## src/rtl/lsu_mem_ctrl.sv

```systemverilog
`default_nettype none
// ============================================================================
// Module   : lsu_mem_ctrl
// Purpose  : Load/store sequencer between the MEM pipeline stage and the
//            data-memory port. Accepts one load/store at a time, checks
//            alignment, drives a req/ack handshake to dmem, positions store
//            data on byte lanes, aligns load data for write-back, and stalls
//            the pipeline until the access has completed.
//
// Ports    :
//   clk, rst_n          clock (rising edge), asynchronous active-low reset
//   mem_valid           MEM stage holds a load/store (stable while stall=1)
//   mem_store           1 = store, 0 = load
//   ld_sel[2:0]         0 LB, 1 LH, 2 LWL, 3 LW, 4 LBU, 5 LHU, 6 LWR
//   st_sel[2:0]         0 SB, 1 SH, 2 SWL, 3 SW, 4 SWR
//   mem_addr            effective byte address
//   mem_wdata[31:0]     store data (rt)
//   stall               freeze pipeline
//   wb_valid            1-cycle pulse, ld_data/ld_be valid
//   ld_data[31:0]       aligned load result (held between pulses)
//   ld_be[3:0]          register byte-write enables (held between pulses)
//   addr_err            1-cycle pulse, misaligned access, no dmem access
//   bus_err             1-cycle pulse, ack timeout (0 unless timeout enabled)
//   dmem_req/we         memory request / write strobe
//   dmem_addr           word address, bits [1:0] = 0
//   dmem_be[3:0]        byte lanes
//   dmem_wdata[31:0]    lane-positioned store data
//   dmem_ack            completion, sampled only while dmem_req = 1
//   dmem_rdata[31:0]    read data, valid with dmem_ack on loads
//
// Build option : define LSU_TIMEOUT_EN to enable the ack timeout counter
//                (TIMEOUT_CYCLES REQ cycles without ack -> bus_err).
//
// Revision : 1.0 - initial release
// ============================================================================

module lsu_mem_ctrl #(
    parameter int ADDR_W         = 32,
    parameter int TIMEOUT_CYCLES = 255
) (
    input  logic              clk,
    input  logic              rst_n,
    input  logic              mem_valid,
    input  logic              mem_store,
    input  logic [2:0]        ld_sel,
    input  logic [2:0]        st_sel,
    input  logic [ADDR_W-1:0] mem_addr,
    input  logic [31:0]       mem_wdata,
    output logic              stall,
    output logic              wb_valid,
    output logic [31:0]       ld_data,
    output logic [3:0]        ld_be,
    output logic              addr_err,
    output logic              bus_err,
    output logic              dmem_req,
    output logic              dmem_we,
    output logic [ADDR_W-1:0] dmem_addr,
    output logic [3:0]        dmem_be,
    output logic [31:0]       dmem_wdata,
    input  logic              dmem_ack,
    input  logic [31:0]       dmem_rdata
);

    // ------------------------------------------------------------------
    // Operation encodings
    // ------------------------------------------------------------------
    localparam logic [2:0] C_LD_LB  = 3'd0;
    localparam logic [2:0] C_LD_LH  = 3'd1;
    localparam logic [2:0] C_LD_LWL = 3'd2;
    localparam logic [2:0] C_LD_LW  = 3'd3;
    localparam logic [2:0] C_LD_LBU = 3'd4;
    localparam logic [2:0] C_LD_LHU = 3'd5;
    localparam logic [2:0] C_LD_LWR = 3'd6;

    localparam logic [2:0] C_ST_SB  = 3'd0;
    localparam logic [2:0] C_ST_SH  = 3'd1;
    localparam logic [2:0] C_ST_SWL = 3'd2;
    localparam logic [2:0] C_ST_SW  = 3'd3;
    localparam logic [2:0] C_ST_SWR = 3'd4;

    typedef enum logic [1:0] {
        S_IDLE = 2'd0,
        S_REQ  = 2'd1,
        S_DONE = 2'd2
    } state_t;

    state_t r_state;
    state_t w_state_next;

    // FSM decode strobes
    logic w_stall;
    logic w_accept;      // aligned op taken in IDLE
    logic w_reject;      // misaligned op seen in IDLE
    logic w_ack_done;    // ack received in REQ
    logic w_timeout;     // REQ abandoned by the timeout counter
    logic w_cnt_expired;

    // Request-side combinational data
    logic [1:0]  w_lo;
    logic        w_misaligned;
    logic [3:0]  w_st_be;
    logic [31:0] w_st_data;

    // Latched request
    logic              r_dmem_req;
    logic              r_dmem_we;
    logic [ADDR_W-1:0] r_dmem_addr;
    logic [3:0]        r_dmem_be;
    logic [31:0]       r_dmem_wdata;
    logic              r_is_store;
    logic [2:0]        r_ld_sel;
    logic [1:0]        r_lo;

    // Load result
    logic [7:0]  w_byte;
    logic [15:0] w_half;
    logic [31:0] w_ld_data;
    logic [3:0]  w_ld_be;
    logic        r_wb_valid;
    logic [31:0] r_ld_data;
    logic [3:0]  r_ld_be;
    logic        r_addr_err;

    assign w_lo = mem_addr[1:0];

    // ------------------------------------------------------------------
    // Alignment check: only halfword and full-word accesses constrain the
    // low address bits; byte and unaligned-word (LWL/LWR/SWL/SWR) ops never
    // fault.
    // ------------------------------------------------------------------
    always_comb begin
        w_misaligned = 1'b0;
        if (mem_store) begin
            case (st_sel)
                C_ST_SH: w_misaligned = w_lo[0];
                C_ST_SW: w_misaligned = |w_lo;
                default: w_misaligned = 1'b0;
            endcase
        end else begin
            case (ld_sel)
                C_LD_LH,
                C_LD_LHU: w_misaligned = w_lo[0];
                C_LD_LW:  w_misaligned = |w_lo;
                default:  w_misaligned = 1'b0;
            endcase
        end
    end

    // ------------------------------------------------------------------
    // Store lane generation. For SWR the shift is 3-a, which on a 2-bit
    // offset is simply its bitwise inverse.
    // ------------------------------------------------------------------
    always_comb begin
        w_st_be   = 4'b1111;
        w_st_data = mem_wdata;
        case (st_sel)
            C_ST_SB: begin
                w_st_data = {4{mem_wdata[7:0]}};
                w_st_be   = 4'b0001 << w_lo;
            end
            C_ST_SH: begin
                w_st_data = {2{mem_wdata[15:0]}};
                w_st_be   = w_lo[1] ? 4'b1100 : 4'b0011;
            end
            C_ST_SWL: begin
                w_st_data = mem_wdata >> {w_lo, 3'b000};
                w_st_be   = 4'b1111 >> w_lo;
            end
            C_ST_SWR: begin
                w_st_data = mem_wdata << {~w_lo, 3'b000};
                w_st_be   = 4'b1111 << ~w_lo;
            end
            default: begin
                w_st_be   = 4'b1111;
                w_st_data = mem_wdata;
            end
        endcase
    end

    // ------------------------------------------------------------------
    // Load alignment, computed from the latched op and the live read data
    // so the result can be registered on the ack cycle.
    // ------------------------------------------------------------------
    assign w_byte = 8'(dmem_rdata >> {r_lo, 3'b000});
    assign w_half = r_lo[1] ? dmem_rdata[31:16] : dmem_rdata[15:0];

    always_comb begin
        w_ld_data = dmem_rdata;
        w_ld_be   = 4'b1111;
        case (r_ld_sel)
            C_LD_LB:  w_ld_data = {{24{w_byte[7]}}, w_byte};
            C_LD_LBU: w_ld_data = {24'h000000, w_byte};
            C_LD_LH:  w_ld_data = {{16{w_half[15]}}, w_half};
            C_LD_LHU: w_ld_data = {16'h0000, w_half};
            C_LD_LWL: begin
                w_ld_data = dmem_rdata << {r_lo, 3'b000};
                w_ld_be   = 4'b1111 << r_lo;
            end
            C_LD_LWR: begin
                w_ld_data = dmem_rdata >> {~r_lo, 3'b000};
                w_ld_be   = 4'b1111 >> ~r_lo;
            end
            default: begin
                w_ld_data = dmem_rdata;
                w_ld_be   = 4'b1111;
            end
        endcase
    end

    // ------------------------------------------------------------------
    // Optional ack timeout
    // ------------------------------------------------------------------
`ifdef LSU_TIMEOUT_EN
    localparam int C_CNT_RAW = $clog2(TIMEOUT_CYCLES + 1);
    localparam int C_CNT_W   = (C_CNT_RAW < 8)  ? 8  :
                               (C_CNT_RAW > 32) ? 32 : C_CNT_RAW;
    localparam logic [C_CNT_W-1:0] C_CNT_LAST = C_CNT_W'(TIMEOUT_CYCLES - 1);

    logic [C_CNT_W-1:0] r_cnt;
    logic               r_bus_err;

    // r_cnt equals the index of the current REQ cycle, so the request
    // expires at the end of REQ cycle TIMEOUT_CYCLES-1.
    assign w_cnt_expired = (r_cnt == C_CNT_LAST);

    always_ff @(posedge clk or negedge rst_n) begin
        if (!rst_n) begin
            r_cnt <= '0;
        end else if (r_state == S_REQ && w_state_next == S_REQ) begin
            r_cnt <= r_cnt + 1'b1;
        end else begin
            r_cnt <= '0;
        end
    end

    always_ff @(posedge clk or negedge rst_n) begin
        if (!rst_n) begin
            r_bus_err <= 1'b0;
        end else begin
            r_bus_err <= w_timeout;
        end
    end

    assign bus_err = r_bus_err;
`else
    assign w_cnt_expired = 1'b0;
    assign bus_err       = 1'b0;
`endif

    // ------------------------------------------------------------------
    // FSM
    // ------------------------------------------------------------------
    always_ff @(posedge clk or negedge rst_n) begin
        if (!rst_n) begin
            r_state <= S_IDLE;
        end else begin
            r_state <= w_state_next;
        end
    end

    always_comb begin
        w_state_next = r_state;
        w_stall      = 1'b0;
        w_accept     = 1'b0;
        w_reject     = 1'b0;
        w_ack_done   = 1'b0;
        w_timeout    = 1'b0;
        case (r_state)
            S_IDLE: begin
                w_stall = mem_valid;
                if (mem_valid) begin
                    if (w_misaligned) begin
                        w_reject     = 1'b1;
                        w_state_next = S_DONE;
                    end else begin
                        w_accept     = 1'b1;
                        w_state_next = S_REQ;
                    end
                end
            end
            S_REQ: begin
                w_stall = 1'b1;
                // An ack on the final allowed cycle still completes normally.
                if (dmem_ack) begin
                    w_ack_done   = 1'b1;
                    w_state_next = S_DONE;
                end else if (w_cnt_expired) begin
                    w_timeout    = 1'b1;
                    w_state_next = S_DONE;
                end
            end
            S_DONE: begin
                // mem_valid is still the completed op here; never re-accept it.
                w_stall      = 1'b0;
                w_state_next = S_IDLE;
            end
            default: begin
                w_state_next = S_IDLE;
            end
        endcase
    end

    // ------------------------------------------------------------------
    // Request latch, handshake and write-back registers
    // ------------------------------------------------------------------
    always_ff @(posedge clk or negedge rst_n) begin
        if (!rst_n) begin
            r_dmem_req   <= 1'b0;
            r_dmem_we    <= 1'b0;
            r_dmem_addr  <= '0;
            r_dmem_be    <= 4'b0000;
            r_dmem_wdata <= 32'h0000_0000;
            r_is_store   <= 1'b0;
            r_ld_sel     <= 3'd0;
            r_lo         <= 2'd0;
            r_wb_valid   <= 1'b0;
            r_ld_data    <= 32'h0000_0000;
            r_ld_be      <= 4'b0000;
            r_addr_err   <= 1'b0;
        end else begin
            r_wb_valid <= 1'b0;
            r_addr_err <= w_reject;

            if (w_accept) begin
                r_dmem_req   <= 1'b1;
                r_dmem_we    <= mem_store;
                r_dmem_addr  <= {mem_addr[ADDR_W-1:2], 2'b00};
                // Loads fetch the whole word; alignment happens on return.
                r_dmem_be    <= mem_store ? w_st_be : 4'b1111;
                r_dmem_wdata <= mem_store ? w_st_data : 32'h0000_0000;
                r_is_store   <= mem_store;
                r_ld_sel     <= ld_sel;
                r_lo         <= w_lo;
            end

            if (w_ack_done || w_timeout) begin
                r_dmem_req <= 1'b0;
                r_dmem_we  <= 1'b0;
            end

            if (w_ack_done && !r_is_store) begin
                r_wb_valid <= 1'b1;
                r_ld_data  <= w_ld_data;
                r_ld_be    <= w_ld_be;
            end
        end
    end

    assign stall      = w_stall;
    assign wb_valid   = r_wb_valid;
    assign ld_data    = r_ld_data;
    assign ld_be      = r_ld_be;
    assign addr_err   = r_addr_err;
    assign dmem_req   = r_dmem_req;
    assign dmem_we    = r_dmem_we;
    assign dmem_addr  = r_dmem_addr;
    assign dmem_be    = r_dmem_be;
    assign dmem_wdata = r_dmem_wdata;

endmodule

`default_nettype wire

```

## config.mk

```make
export PLATFORM = sky130hd
export DESIGN_NAME = lsu_mem_ctrl
export DESIGN_NICKNAME = d
export VERILOG_FILES = /design/src/rtl/lsu_mem_ctrl.sv
export SDC_FILE = /design/constraint.sdc
export NUM_CORES = 1
export LEC_CHECK = 0
export CAP_MARGIN = 20
export CORE_MARGIN = 2
export CORE_UTILIZATION = 49
export DETAILED_ROUTE_END_ITERATION = 6
export PLACE_DENSITY = 0.82
export SYNTH_ARGS = -nofsm -noshare
export SYNTH_HDL_FRONTEND = slang
export SYNTH_SLANG_ARGS = --single-unit
```

## constraint.sdc

```tcl
create_clock -name clk -period 4.1 [get_ports clk]
set_clock_uncertainty 0.2 [all_clocks]
set_input_delay 1.23 -clock clk [delete_from_list [all_inputs] [get_ports clk]]
set_output_delay 1.23 -clock clk [all_outputs]
set_load 0.02 [all_outputs]
```

==> summary.txt, run 1 <==
Logic synthesis
  – Average instance area after synthesis: 8.53 um2
  – Predominant post-synthesis flop cell: dfrtp_1
  – Cell variety after synth: 56
  – Seq/Total Area, Yosys: 0.384
  – Asr flop ratio synth: 1.00
  – Post-synthesis cell area: 7440 um2
  – Synth Register Bits: approximately 110
  – Area leader, netlist: dfrtp_1
  – Post-synth EDFFs: 0
  – Dominant cells by area after synthesis: dfrtp_1 (38%), nand2_1 (7.8%), mux2i_1 (7.8%)
  – Syn. warnings: 0
  – Top cell type's share of synthesized area: 0.384
  – Cells after Synth: approximately 870

Placed design
  – DP Worst Slack: approximately 0.17 ns
  – Placed instance area: 9650 um2
  – Post-DP HPWL: 16.8 mm
  – I/O Buffers: around 210
  – RD Place Congestion: ~0.95

Worst setup path
  – Origin of the critical flop-to-flop path: r_lo[1]$_DFFE_PN0P_
  – WP data required: between 2 and 3 ns
  – CP Cell Sequence: clkdlybuf4s50_1 -> nor2_1 -> nor2_1 -> clkdlybuf4s50_1
  – Worst EP arrival: approximately 2.5 ns
  – Slowest-stage cell, CP: clkdlybuf4s50_1
  – Top delay family on crit path: buffers and inverters
  – Max stage delay on crit path: 0.60 ns
  – Crit path from: mem_valid
  – Critical path peak fanout: 3
  – Crit end category: primary output
  – Critical path class: in -> out
  – Crit path launch type: input port
  – CP Buf/Inv Count: 2

Timing
  – Fmax achieved: roughly 0.26 GHz
  – Hold Vio Cnt, Final: 0
  – Fin crit share: 0.956
  – Fin crit period: a little under 4 ns
  – Setup TNS: 0 ns
  – RSZ-0062 raised after global routing: no
  – Hold_ws: 0.273 ns
  – Fin worst setup slack: 0.179 ns
  – Worst slew pin tran: approximately 1.0 ns
  – Slew Viols, Final: 0
  – Rel. slew slack: 0.311
  – Endpoints failing setup: 0

Power
  – Leakage power: between 0.004 and 0.005 uW
  – Pwr Density: roughly 670 nW/um2
  – Worst VDD drop: just over 0.0004 V

Global routing
  – Global-route wire length before repair: 38.4 mm
  – Initial antenna violation count: 0
  – GRT overflow: 0
  – All-layer global routing usage: 0.298
  – Vias in the first global route: 7393
  – Largest net degree at the start of global routing: about 120

Worst hold path
  – Hold Crit Class: reg -> reg
  – Hold Path Origin: dmem_addr[24]$_DFFE_PN0P_

Floorplan
  – FP Rows: 45
  – Die H: around 130 um
  – IO Pins: around 220
  – Die width: 127 um
  – Die area: about 16000 um2
  – Initial Util: 0.495
  – Core Footprint: between 15000 and 20000 um2

Finish
  – Commonest non-fill, non-tap cell in the layout: clkdlybuf4s50_1
  – Number of diodes: 0
  – Leading cell types in the layout, fill and taps excluded: clkdlybuf4s50_1 (212), nand2_1 (155), dfrtp_1 (113), o21ai_0 (81), a21oi_1 (79)
  – Final Cell Area: slightly above 10000 um2
  – NumNets Final: between 1000 and 1500
  – Post-layout util: 0.680
  – Layout cells sized above 1: 0.110
  – Layout area overhead: 37.5%

Outcome
  – Status: completed

Clock network
  – H-tree depth: 4
  – Worst-path clk slew: around 0.06 ns
  – Maximum root-to-sink buffer count: 2
  – Setup Buffers After CTS: 0
  – Worst-Skew Late Latency: around 0.42 ns
  – CTS sink cnt: roughly 110
  – CTS tree: done
  – Root buffer cell: clkbuf_16
  – CTS Buf Count: 17
  – Post-cts resize count: 0
  – Cts hold-fix bufs: 0

Detailed routing
  – Routed WL per cell: ~19 um
  – Drt drc: 0
  – First DRT Iteration DRCs: 1002
  – DR vias: about 7800
  – Post-Route WL: 24.3 mm
  – TritonRoute pass-1 iters: 6
  – Vias per cell: about 6
  – Detail Route Antenna Nets: 0

Job
  – Maxcap violations: 0
-- worst min-delay path: cells and delay by family, from the launching register on --
| kind | cells | cell delay [ns] |
|---|---|---|
| DFF | 1 | 0.34 |
| and+or+nand+nor | 2 | 0.11 |
-- layout make-up --
class                      instances  area [um2]
tap                              188         235
clock inverter                    15         150
sequential                       114        2850
fill                            1205        4810
inverter                           3        11.3
timing repair buffer             244        2390
clock buffer                      17         425
multi-input combinational        679        4160
-- kinds of logic (layout without fill, tap and decap cells) --
group	Yosys count	after routing	synth area share
other cells	1	3	0.000504
mux	89	89	0.137
simple gates	286	286	0.170
flops	114	114	0.384
compound gates	301	301	0.250
buf+inv	81	279	0.0589
-- metal layers --
metal  global-route usage  part of all wire  vias to the layer above
met5                    0                 0                        -
met4                0.137             0.040                        0
met3               0.0678             0.093                       79
met2                0.475              0.47                      485
met1                0.389              0.39                     3676
li1                     -                 -                     3549
-- worst paths after layout --
kind	endpoint	slack, ns	cells after the start
max in group asynchronous	r_lo[0]$_DFFE_PN0P_	2.53	2
min in group asynchronous	ld_data[13]$_DFFE_PN0P_	0.67	2
worst max-delay path	stall	0.18	4
worst min register to register	dmem_addr[24]$_DFFE_PN0P_	0.27	2
worst min-delay path	dmem_addr[24]$_DFFE_PN0P_	0.27	2
worst max register to register	ld_data[10]$_DFFE_PN0P_	1.24	6
-- cells in the mapped netlist (all sizes together), types with 6 or more instances --
master     n
nand2b     8
dfrtp    114
a21oi     80
mux2      23
nor2b      6
nor3      10
o22ai     32
o21ai     87
a31oi     12
a221oi     9
buf       52
nand2    155
mux2i     58
clkbuf    26
o221ai     8
or3       17
mux4       8
a2111oi    8
a21o      16
a22oi     16
nor2      61
or2       12
a211oi    15
-- metrics by stage --
stage | instances | power, uW
after global placement | 1228 | 5340
after detailed placement | 1228 | 5410
after floorplan | 874 | 3910
after global routing | 1260 | 7270
after CTS | 1260 | 6890
final | 1260 | 6880
-- registers in the layout (all words and copies together), names as in the netlist --
name	count
wb_valid	1
r_lo	2
dmem_wdata	32
addr_err	1
ld_be	4
r_ld_sel	3
dmem_we	1
dmem_be	4
r_state	2
dmem_req	1
r_is_store	1
ld_data	32
dmem_addr	30
-- power breakdown --
group          switching, uW  internal, uW  total, uW
Sequential               404          1610       2010
Combinational           1860          1560       3420
Clock                    604           850       1450
Power figures use the tool's default switching activity.
==> run 2: changes to the inputs <==
--- a/config.mk
+++ b/config.mk
@@ -5,6 +5,7 @@
 export SDC_FILE = /design/constraint.sdc
 export NUM_CORES = 1
 export LEC_CHECK = 0
+export ABC_CLOCK_PERIOD_IN_PS = 4100
 export CAP_MARGIN = 20
 export CORE_MARGIN = 2
 export CORE_UTILIZATION = 49
==> results of run 2 <==
Same layout as run 1: the final DEF is identical, and so are final timing and power.
==> run 3: changes to the inputs <==
--- a/config.mk
+++ b/config.mk
@@ -14,3 +14,4 @@
 export SYNTH_ARGS = -nofsm -noshare
 export SYNTH_HDL_FRONTEND = slang
 export SYNTH_SLANG_ARGS = --single-unit
+export TNS_END_PERCENT = 10
==> results of run 3 <==
Same layout as run 1: the final DEF is identical, and so are final timing and power.
